==> src/rtl/regalu_sequencer.sv <==
// regalu_sequencer: buffers register-level commands in a small FIFO and
// issues one registered control word per clock to the register-file/ALU
// datapath. Supports ALU ops, flag-only compares, immediate loads and a
// multi-cycle register-range clear.
module regalu_sequencer #(
  parameter int         DEPTH    = 4,
  parameter logic [4:0] FS_PASSB = 5'b00100,
  parameter logic [4:0] FS_AND   = 5'b00000
) (
  input  logic        clock,
  input  logic        reset,
  input  logic        cmd_valid,
  output logic        cmd_ready,
  input  logic [1:0]  cmd_op,
  input  logic [4:0]  cmd_da,
  input  logic [4:0]  cmd_sa,
  input  logic [4:0]  cmd_sb,
  input  logic [4:0]  cmd_fs,
  input  logic        cmd_bs,
  input  logic [63:0] cmd_imm,
  input  logic [4:0]  cmd_cnt,
  output logic [4:0]  DA,
  output logic [4:0]  SA,
  output logic [4:0]  SB,
  output logic        W,
  output logic        BS,
  output logic [4:0]  FS,
  output logic [63:0] K,
  input  logic [3:0]  status,
  output logic [3:0]  flags,
  output logic        flags_valid,
  output logic        busy
);
  localparam int AW = $clog2(DEPTH);

  localparam logic [1:0] OP_ALU  = 2'b00;
  localparam logic [1:0] OP_CMP  = 2'b01;
  localparam logic [1:0] OP_CLR  = 2'b10;
  localparam logic [1:0] OP_MOVI = 2'b11;

  typedef struct packed {
    logic [1:0]  op;
    logic [4:0]  da;
    logic [4:0]  sa;
    logic [4:0]  sb;
    logic [4:0]  fs;
    logic        bs;
    logic [63:0] imm;
    logic [4:0]  cnt;
  } cmd_t;

  typedef enum logic [1:0] {S_IDLE, S_EXEC, S_CLR} state_t;

  cmd_t        r_mem [DEPTH];
  logic [AW:0] r_wptr, r_rptr;
  state_t      r_state, w_nstate;
  logic [4:0]  r_da, r_sa, r_sb, r_fs, r_cnt;
  logic [4:0]  w_da, w_sa, w_sb, w_fs, w_cnt;
  logic        r_w, r_bs, r_cmp, w_w, w_bs, w_cmp;
  logic [63:0] r_k, w_k;
  logic [3:0]  r_flags;
  logic        r_flags_valid;
  logic        w_empty, w_full, w_push, w_pop;
  cmd_t        w_head;

  // Extra pointer MSB distinguishes full from empty when indices match.
  assign w_empty   = (r_wptr == r_rptr);
  assign w_full    = (r_wptr[AW] != r_rptr[AW]) && (r_wptr[AW-1:0] == r_rptr[AW-1:0]);
  assign cmd_ready = !w_full && !reset;
  assign w_push    = cmd_valid && cmd_ready;
  assign w_head    = r_mem[r_rptr[AW-1:0]];

  // FIFO storage; contents are don't-care until written, so no reset.
  always_ff @(posedge clock) begin
    if (w_push)
      r_mem[r_wptr[AW-1:0]] <= '{op: cmd_op, da: cmd_da, sa: cmd_sa, sb: cmd_sb,
                                 fs: cmd_fs, bs: cmd_bs, imm: cmd_imm, cnt: cmd_cnt};
  end

  // FIFO pointers.
  always_ff @(posedge clock or posedge reset) begin
    if (reset) begin
      r_wptr <= '0;
      r_rptr <= '0;
    end else begin
      if (w_push) r_wptr <= r_wptr + 1'b1;
      if (w_pop)  r_rptr <= r_rptr + 1'b1;
    end
  end

  // Next control word: continue a range clear, else pop the next command,
  // else fall back to an all-zero (no-write) word.
  always_comb begin
    w_nstate = S_IDLE;
    w_da  = '0;
    w_sa  = '0;
    w_sb  = '0;
    w_fs  = '0;
    w_bs  = 1'b0;
    w_k   = '0;
    w_w   = 1'b0;
    w_cmp = 1'b0;
    w_cnt = r_cnt;
    w_pop = 1'b0;
    if (r_state == S_CLR && r_cnt != 5'd0) begin
      w_nstate = S_CLR;
      w_da  = r_da + 5'd1;
      w_fs  = FS_AND;
      w_bs  = 1'b1;
      w_w   = 1'b1;
      w_cnt = r_cnt - 5'd1;
    end else if (!w_empty) begin
      w_pop = 1'b1;
      w_da  = w_head.da;
      case (w_head.op)
        OP_ALU, OP_CMP: begin
          w_nstate = S_EXEC;
          w_sa  = w_head.sa;
          w_sb  = w_head.sb;
          w_fs  = w_head.fs;
          w_bs  = w_head.bs;
          w_k   = w_head.imm;
          w_w   = (w_head.op == OP_ALU);
          w_cmp = (w_head.op == OP_CMP);
        end
        OP_MOVI: begin
          w_nstate = S_EXEC;
          w_fs  = FS_PASSB;
          w_bs  = 1'b1;
          w_k   = w_head.imm;
          w_w   = 1'b1;
        end
        default: begin
          w_nstate = S_CLR;
          w_fs  = FS_AND;
          w_bs  = 1'b1;
          w_w   = 1'b1;
          w_cnt = w_head.cnt;
        end
      endcase
    end
  end

  // State and registered control word.
  always_ff @(posedge clock or posedge reset) begin
    if (reset) begin
      r_state <= S_IDLE;
      r_da    <= '0;
      r_sa    <= '0;
      r_sb    <= '0;
      r_fs    <= '0;
      r_bs    <= 1'b0;
      r_k     <= '0;
      r_w     <= 1'b0;
      r_cmp   <= 1'b0;
      r_cnt   <= '0;
    end else begin
      r_state <= w_nstate;
      r_da    <= w_da;
      r_sa    <= w_sa;
      r_sb    <= w_sb;
      r_fs    <= w_fs;
      r_bs    <= w_bs;
      r_k     <= w_k;
      r_w     <= w_w;
      r_cmp   <= w_cmp;
      r_cnt   <= w_cnt;
    end
  end

  // Capture datapath status at the end of a compare cycle only.
  always_ff @(posedge clock or posedge reset) begin
    if (reset) begin
      r_flags       <= '0;
      r_flags_valid <= 1'b0;
    end else begin
      r_flags_valid <= r_cmp;
      if (r_cmp) r_flags <= status;
    end
  end

  assign DA          = r_da;
  assign SA          = r_sa;
  assign SB          = r_sb;
  assign W           = r_w;
  assign BS          = r_bs;
  assign FS          = r_fs;
  assign K           = r_k;
  assign flags       = r_flags;
  assign flags_valid = r_flags_valid;
  assign busy        = !w_empty || (r_state != S_IDLE);
endmodule

==> config.mk <==
export PLATFORM = sky130hd
export DESIGN_NAME = regalu_sequencer
export DESIGN_NICKNAME = d
export VERILOG_FILES = /design/src/rtl/regalu_sequencer.sv
export SDC_FILE = /design/constraint.sdc
export NUM_CORES = 1
export LEC_CHECK = 0
export ABC_AREA = 0
export CAP_MARGIN = 10
export CORE_ASPECT_RATIO = 1.4
export CORE_UTILIZATION = 33
export CTS_BUF_LIST = sky130_fd_sc_hd__clkbuf_8
export DETAILED_ROUTE_END_ITERATION = 6
export DONT_BUFFER_PORTS = 1
export GPL_ROUTABILITY_DRIVEN = 1
export HOLD_SLACK_MARGIN = 0.03
export SYNTH_ARGS = -nofsm -noshare
export SYNTH_HDL_FRONTEND = slang
export SYNTH_SLANG_ARGS = --single-unit
==> constraint.sdc <==
create_clock -name clock -period 4.7 [get_ports clock]
set_clock_uncertainty 0.05 [all_clocks]
set_input_delay 0.47 -clock clock [delete_from_list [all_inputs] [get_ports clock]]
set_output_delay 0.47 -clock clock [all_outputs]
set_load 0.02 [all_outputs]
# ---- Word-level counts from Yosys, hierarchy flattened
# Memories as Yosys holds them, arrays and structs flattened.
# Index checks and enable logic that the tools add are counted.
dict set report word_totals {
  ff_bits 105
  output_inout_bits 93
  n_memories 1
  mem_bits_rw 368
}
dict set report classes {
  n_mux 33
  n_eq_ne 8
  reduce_logical 14
  add_sub_neg 4
}
# memory words width read_ports rd_ports_with_merged_regs wr line
set memory_table {}
lappend memory_table {r_mem 4 92 1 0 1 54} ;# cmd_t r_mem [DEPTH];
# operator n
set ops {}
lappend ops {{$mux W64} 3}
lappend ops {{$mux W5} 13}
lappend ops {{$mux W1} 13}
lappend ops {{$pmux W5 S2} 1}
lappend ops {{$add A3 B1 Y3 const B} 2}
lappend ops {{$mux W2} 3}
lappend ops {{$add A5 B1 Y5 const B} 1}
lappend ops {{$reduce_bool A5 Y1} 1}
lappend ops {{$sub A5 B1 Y5 const B} 1}
lappend ops {{$eq A2 B2 Y1 const B} 2}
lappend ops {{$logic_and A1 B1 Y1} 4}
lappend ops {{$ne A2 B1 Y1 const B} 2}
lappend ops {{$eq A3 B3 Y1} 1}
lappend ops {{$logic_not A1 Y1} 3}
lappend ops {{$reduce_or A3 Y1} 1}
lappend ops {{$eq A2 B1 Y1 const B} 1}
lappend ops {{$eq A2 B2 Y1} 1}
lappend ops {{$logic_not A2 Y1} 1}
lappend ops {{$reduce_and A2 Y1} 1}
lappend ops {{$reduce_bool A2 Y1} 1}
lappend ops {{$reduce_or A2 Y1} 1}
lappend ops {{$logic_or A1 B1 Y1} 1}
lappend ops {{$ne A1 B1 Y1} 1}

# ---- Longest topological paths before layout
# Gate-level depths: netlist (run 1).
dict set report depth {
  ltp_word 7
  mapped_depth 9
}

# ---- Worst setup path after synthesis (run 1)
# Ideal clock, no wire load.
dict set report synth_path {
  kind {flip-flop to flip-flop}
  start {register r_rptr[0]}
  end {memory r_mem[3][0] in the netlist's numbering (enable)}
  n_path_buf 1
  path_slack_ps 916
  t_required_ps 4188
  arrival_ps 3272
  path_stages_with_launch 5
  path_cell_list {dfrtp_1 -> buf_6 -> xnor2_1 -> a311oi_2 -> and2_1}
}
dict set report synth_via {
  elab_chain_len 7
}
# element line
set synth_lines {}
lappend synth_lines {{start: declaration} 55} ;# logic [AW:0] r_wptr, r_rptr;
lappend synth_lines {{start signal: assignment} 87} ;# if (w_pop) r_rptr <= r_rptr + 1'b1;
lappend synth_lines {{$eq A2 B2 Y1} 68} ;# assign w_full = (r_wptr[AW] != r_rptr[AW]) && (r_wptr[AW-1:0] == r_rptr[AW-1:0]);
lappend synth_lines {{$logic_and A1 B1 Y1} 68}
lappend synth_lines {{$logic_not A1 Y1} 69} ;# assign cmd_ready = !w_full && !reset;
lappend synth_lines {{$logic_and A1 B1 Y1} 69}
lappend synth_lines {{$logic_and A1 B1 Y1} 70} ;# assign w_push = cmd_valid && cmd_ready;
lappend synth_lines {{$mux W1} 75} ;# if (w_push)
lappend synth_lines {{$mux W1 (implied by the code)} 76} ;# r_mem[r_wptr[AW-1:0]] <= '{op: cmd_op, da: cmd_da, sa: cmd_sa, sb: cmd_sb,
lappend synth_lines {{end: declaration} 54}
# No other way between the ends.

# ---- Worst setup path after layout (run 1)
dict set report layout_path {
  start {register r_rptr[1]}
  end {output busy}
}
dict set report layout_via {
  elab_chain_len 3
}
# element line
set layout_lines {}
lappend layout_lines {{$eq A3 B3 Y1} 67} ;# assign w_empty = (r_wptr == r_rptr);
lappend layout_lines {{$logic_not A1 Y1} 191} ;# assign busy = !w_empty || (r_state != S_IDLE);
lappend layout_lines {{$logic_or A1 B1 Y1} 191}
lappend layout_lines {{end: declaration} 32} ;# output logic busy
# No other way between the ends.

==> reports/qor.yml, run 1 <==
cts_sinks: 473
cts_tree: "done"
power_per_cell_area_nw_per_um2: 642
cts_setup_buffers: 0
synthSimpleGateAreaFrac: 0.0592
yosys_warnings: 0
area_delta_synth_final_pct: 19.0
peakVddDrop_mv: 0.276
holdPathStages: 3
synth-edff-count: 368
cap_violations: 0
regArea_um2: 13700
p_leak_nw: 7.32
grt_max_degree: 67
final_util: 0.399
cts_max_level: 3
finalHoldViolCount: 0
rows: 99
relSlewSlack: 0.381
critPathSlowestCell: "dfrtp_4"
ios: 192
first_pass_iters: 4
grtUsageTotal: 0.135
use_met2: 0.238
rsz0062_at_grt: "no"
max_freq_ghz: 0.280
syn_inst: 774
cp-start-kind: "flip-flop"
grt_use_met3: 0.0371
p_int_mw: 9.05
globalplace.congestion: 0.730
ff2ff_path_depth: 5
power.switching_mw: 4.33
clkTransAtPathRegs_ps: 60
wl_mm: 35.6
core-area_um2: 52300
yosysTopAreaCell: "edfxtp_1"
die_area_um2: 54000
async_flop_share: 0.222
swShare: 0.324
use_met1: 0.151
r2r_end: "K[8]"
synth_ff_type: "edfxtp_1"
clock-root-buffer: "clkbuf_8"
synth_top_family_by_area: "multiplexers"
synthesis.area_um2: 17500
whs_endpoint: "r_wptr[0]"
dp_hpwl_mm: 21.1
status: "finished clean"
r2r_setup_slack_ps: 1390
drc: 0
nNetsFinal: 1034
worst_ep_required_time_ps: 4180
maxSlewViolCount: 0
numCtsBuffers: 76
drive_gt1_frac: 0.274
ys_ff_latch: 473
avgSynthCellArea_um2: 22.6
timing.rr.start: "r_rptr[1]"
busiest_layer: "met2"
synth_xor_area_frac: 0.00600
netlist.area_leader.share: 0.631
tightestPinTransition_ps: 929
antenna_found_initial: 5
multi_input_area_um2: 3540
synth.area.top_cells: "edfxtp_1 63%, dfrtp_1 15%, mux4_2 12%, nor2b_4 3.2%, nor2b_1 1.4%"
ys_seq_area_frac: 0.781
numPortBuffers: 0
pwr-share-comb: 0.262
crit_fanout: 53
fin_hold_ws_ps: 108
slowest_delay_ps: 990
cts_max_path_buffers: 3
vias: 7814
cp_top_family: "simple AND/OR/NAND/NOR gates"
clock_power_share: 0.268
vias_per_cell: 4.60
dieWidth_um: 197
synth-adder-area-share: 0.00500
die_h_um: 275
crit_top_cell: "or3_1"
critPathCaptureType: "primary output"
cts_resized: 0
seqPwrFrac: 0.470
overflow: 0
syn_nets: 880
clkLatencyLatePin_ps: 630
worst-setup-path-type: "reg -> out"
initial_core_util: 0.335
drtIter0Drc: 297
grt_pass1_wl_mm: 53.6
ant_nets: 0
hp-class: "in -> reg"
totalNegativeSetupSlack_ps: 0
ys_types: 44
first_global_vias: 8638
synth_compound_gate_area_share: 0.00993
final-setup-viol-count: 0
wire_per_inst_um: 21.0
fillCellCount: 4709
cp_cell_sequence: "xor2_1, or3_1, or3_1"
muxShareOfSynthArea: 0.122
critPathArrivalTime_ps: 3050
cp_num_buf_inv: 0
hp-start: "cmd_valid"
period_minus_slack_ps: 3570
min_period_over_period: 0.760
[worst max path at each step]
stage	startpoint	end	depth (start not counted)
3_5_place_dp	r_rptr[1]	K[8]	5
6_report	r_rptr[1]	busy	3
4_1_cts	r_rptr[1]	busy	3
3_3_place_gp	r_rptr[1]	K[11]	5
2_1_floorplan	r_rptr[0]	r_mem[3][0]	4
5_1_grt	r_rptr[1]	busy	3
[cell families (layout without fill, tap and decap cells)]
| kind of cell | Yosys count | in the layout |
|---|---|---|
| flip-flops | 473 | 473 |
| AO/OA/AOI/OAI | 23 | 23 |
| other | 0 | 1 |
| XOR/XNOR | 12 | 12 |
| AND/OR/NAND/NOR | 117 | 117 |
| adder cells (fa/ha/maj) | 7 | 7 |
| multiplexers | 97 | 97 |
| buffers and inverters | 45 | 260 |
[worst register-to-register path, stage by stage (launching register included)]
cell and delay, ps:
dfrtp_4 990, xor2_1 230, or3_1 660, nand3_4 560, buf_4 540, nor2b_1 140
[Yosys cell counts (all sizes together), types with 2 or more instances]
cell type / number
nand2: 4
or3: 2
clkbuf: 6
a311o: 2
xor2: 6
nand4: 2
buf: 29
mux4: 92
nand2b: 3
mux2: 5
o211ai: 3
xnor2: 6
a211oi: 2
ha: 7
nor2b: 79
nand3: 10
and2: 4
or2: 2
o21ai: 8
nor2: 7
dfrtp: 105
inv: 10
edfxtp: 368
[registers in the layout (all words and copies together), names as in the netlist, 4 cells and up]
name	flops
r_cnt	5
flags	4
FS	5
SB	5
SA	5
r_mem	368
DA	5
K	64
[per-stage QoR]
step           cells  power [mW]  setup slack [ps]  area (um2)
2_1_floorplan    774        9.19               916       17500
3_3_place_gp    1460        9.87              1330       18300
3_5_place_dp    1460        9.93              1260       18300
4_1_cts         1696        13.7               996       20800
5_1_grt         1697        14.1               937       20800
6_report        1697        13.4              1130       20800
[final cells by class]
class / count / share of cell area
Clock buffer: 88 / 0.0581
Inverter: 10 / 0.00204
Antenna cell: 1 / 0.000120
Clock inverter: 51 / 0.0167
Multi-Input combinational cell: 256 / 0.170
Sequential cell: 473 / 0.657
Tap cell: 707 / 0.0424
Timing Repair Buffer: 111 / 0.0540
[metal layers]
layer  vias up  wire [um]
met1      4139      13700
met5         -         58
met2       202      18800
met4         8       1190
li1       3382          -
met3        83       1760
[repair_timing]
item | 4_1_cts | 5_1_grt
hold buffers | 97 | 0
endpoints found under the setup margin | 0 | 0
endpoints found under the hold margin | 439 | 0
[layout by cell type, fill, tap and decap left out, types with 2 or more instances in the layout]
cell type | Yosys | final
buf_4 | 3 | 10
clkinv_2 | 0 | 8
clkbuf_8 | 0 | 88
buf_12 | 4 | 4
a211oi_1 | 2 | 2
xor2_1 | 6 | 6
nand2_1 | 3 | 3
nor2b_1 | 38 | 38
a311o_1 | 2 | 2
bufinv_16 | 0 | 5
clkinv_1 | 0 | 8
or3_1 | 2 | 2
nand2b_1 | 2 | 2
ha_1 | 7 | 7
clkinvlp_4 | 0 | 3
inv_1 | 10 | 35
edfxtp_1 | 368 | 368
nor2_1 | 7 | 7
xnor2_1 | 6 | 6
mux4_2 | 92 | 92
mux2_2 | 5 | 5
nand4_1 | 2 | 2
dlygate4sd3_1 | 0 | 97
dfrtp_1 | 105 | 103
o211ai_1 | 3 | 3
dfrtp_4 | 0 | 2
nand3_1 | 9 | 9
o21ai_0 | 8 | 8
nor2b_4 | 41 | 41
and2_4 | 0 | 4
[power by group through the flow]
stage | clock network [mW] | logic (mW) | registers [mW]
after global routing | 3.88 | 3.87 | 6.38
after detailed placement | 0 | 3.53 | 6.40
after global placement | 0 | 3.48 | 6.39
after CTS | 3.73 | 3.64 | 6.32
after floorplan | 0 | 3.09 | 6.10
final | 3.58 | 3.51 | 6.28
(Power assumes the default switching activity.)
==> inputs of run 2 (changes only) <==
==> constraint.sdc (replaced) <==
create_clock -name clock -period 3.35 [get_ports clock]
set_clock_uncertainty 0.05 [all_clocks]
set_input_delay 0.335 -clock clock [delete_from_list [all_inputs] [get_ports clock]]
set_output_delay 0.335 -clock clock [all_outputs]
set_load 0.02 [all_outputs]
==> reports/qor.yml, run 2 (synthesis results as in run 1) <==
finalHoldViolCount: 0  # unchanged
p_int_mw: 12.7  # +40%
cts_max_path_buffers: 3  # unchanged
numCtsBuffers: 75  # -1.3%
period_minus_slack_ps: 3070
final_common_cell: "edfxtp_1"
globalplace.congestion: 0.671  # -8.0%
layout.cells.non_filler: 1701  # +0.24%
totalNegativeSetupSlack_ps: 0  # unchanged
first_pass_iters: 4  # unchanged
r2r_setup_slack_ps: 850  # -540 ps
cts_max_level: 3  # unchanged
dp_hpwl_mm: 20.1  # -4.7%
wire_per_inst_um: 21.2  # +1.2%
overflow: 0  # unchanged
ant_nets: 0  # unchanged
rows: 99  # unchanged
rsz0062_at_grt: "no"
power.switching_mw: 6.13  # +42%
grt_max_degree: 92  # +37%
cts_sinks: 473  # unchanged
final-setup-viol-count: 0  # unchanged
hp-start: "status[2]"
critPathCaptureType: "primary output"
clock-root-buffer: "clkbuf_8"
slowest_delay_ps: 660  # -330 ps
grt_pass1_wl_mm: 54.6  # +1.9%
crit_fanout: 15  # -72%
cp_cell_sequence: "xor2_1, or3_1, or3_1"
status: "finished clean"
vias: 7771  # -0.55%
initial_core_util: 0.335  # unchanged
first_global_vias: 8837  # +2.3%
grtUsageTotal: 0.139  # +0.00315
drc: 0  # unchanged
holdPathStages: 2  # -1
ios: 192  # unchanged
wl_mm: 36.1  # +1.5%
core-area_um2: 52300  # unchanged
max_freq_ghz: 0.326
worst_ep_required_time_ps: 2960  # -1220 ps
cts_setup_buffers: 0  # unchanged
dpl.cell_count: 1463  # +0.21%
power_per_cell_area_nw_per_um2: 899  # +40%
clkTransAtPathRegs_ps: 60  # about the same
critPathArrivalTime_ps: 2680  # -370 ps
area_delta_synth_final_pct: 19.5
pwr-share-comb: 0.276  # +0.014
largest_reg_flops: 368  # unchanged
die_h_um: 275  # unchanged
antenna_found_initial: 4  # -1
drtIter0Drc: 332  # +12%
swShare: 0.326  # +0.00232
worst-setup-path-type: "reg -> out"
peakVddDrop_mv: 0.899  # +230%
clkLatencyLatePin_ps: 650  # +20 ps
nNetsFinal: 1037  # +0.29%
r2r_end: "r_mem[3][24]"
relSlewSlack: 0.335  # -0.0462
vias_per_cell: 4.57  # -0.78%
cts_tree: "done"
drive_gt1_frac: 0.283  # +0.00897
seqPwrFrac: 0.460  # -0.010
critPathSlowestCell: "or3_1"
whs_endpoint: "flags[2]"
ff2ff_path_depth: 4  # -1
crit_top_cell: "or3_1"
dieWidth_um: 197  # unchanged
tightestPinTransition_ps: 998  # +69.3 ps
clock_power_share: 0.264  # -0.004
numPortBuffers: 0  # unchanged
maxSlewViolCount: 0  # unchanged
hp-class: "in -> reg"
die_area_um2: 54000  # unchanged
cap_violations: 0  # unchanged
mostFrequentLayoutCells: "368 x edfxtp_1, 103 x dfrtp_1, 98 x dlygate4sd3_1"
min_period_over_period: 0.915
cp-start-kind: "flip-flop"
timing.rr.start: "r_rptr[0]"
p_leak_nw: 7.35  # +0.47%
[run 2: changes by cell type in the layout (fill, tap and decap cells not counted), sizes merged]
cell / before / now
clkbuf: 88 / 85
clkinvlp: 3 / 2
inv: 36 / 40
buf: 14 / 17
dlygate4sd3: 97 / 98
clkinv: 17 / 18
bufinv: 5 / 4
[run 2: how the worst max path moves through the flow]
stage,startpoint,end,cells past startpoint
detailed placement,r_rptr[0],r_cnt[0],4
floorplan,reset,BS,1
finish,r_rptr[0],busy,3
global placement,r_rptr[0],r_cnt[0],4
global route,r_rptr[0],busy,3
CTS,r_rptr[0],busy,3
[run 2: power groups by stage]
stage	registers [mW]	logic, mW	clock network, mW
CTS	8.70	5.40	5.18
floorplan	8.52	4.34	0
detailed placement	8.81	5.24	0
global placement	8.78	5.20	0
global route	8.77	5.69	5.42
finish	8.65	5.19	4.96
[run 2: metrics by stage]
stage	setup WS [ps]	cell area, um2	hold slack (ps)	utilization	power (mW)
final	285	20900	330	0.400	18.8
after global routing	138	20900	273	0.400	19.9
after CTS	154	20900	233	0.400	19.3
after detailed placement	757	18400	384	0.352	14.0
after global placement	756	18400	384	0.352	14.0
after floorplan	204	17500	384	-	12.9
[run 2: worst max-delay path, delay by kind of cell, from the launching register on]
family                    cells  cell delay, ps
and+or+nand+nor               2            1220
xor gates and xnor gates      1             220
DFF                           1             590
[run 2: timing repair]
item	in CTS	in global routing
hold endpoints to repair	464	0
gates resized for setup	0	0
hold buffers	98	0
[run 2: area by class of cell]
type | instances | area (um2)
Tap cell | 707 | 885
Timing Repair Buffer | 115 | 1230
Clock inverter | 54 | 370
Inverter | 10 | 42.5
Antenna cell | 1 | 2.50
Multi-Input combinational cell | 256 | 3540
Fill cell | 4750 | 31300
Sequential cell | 473 | 13700
Clock buffer | 85 | 1170
[run 2: routing by layer]
metal | routed length (um) | up-vias | track usage
li1 | - | 3388 | -
met1 | 13800 | 4119 | 0.155
met2 | 19500 | 205 | 0.249
met3 | 2050 | 53 | 0.0412
met4 | 679 | 6 | 0.0510
met5 | 32 | - | 0
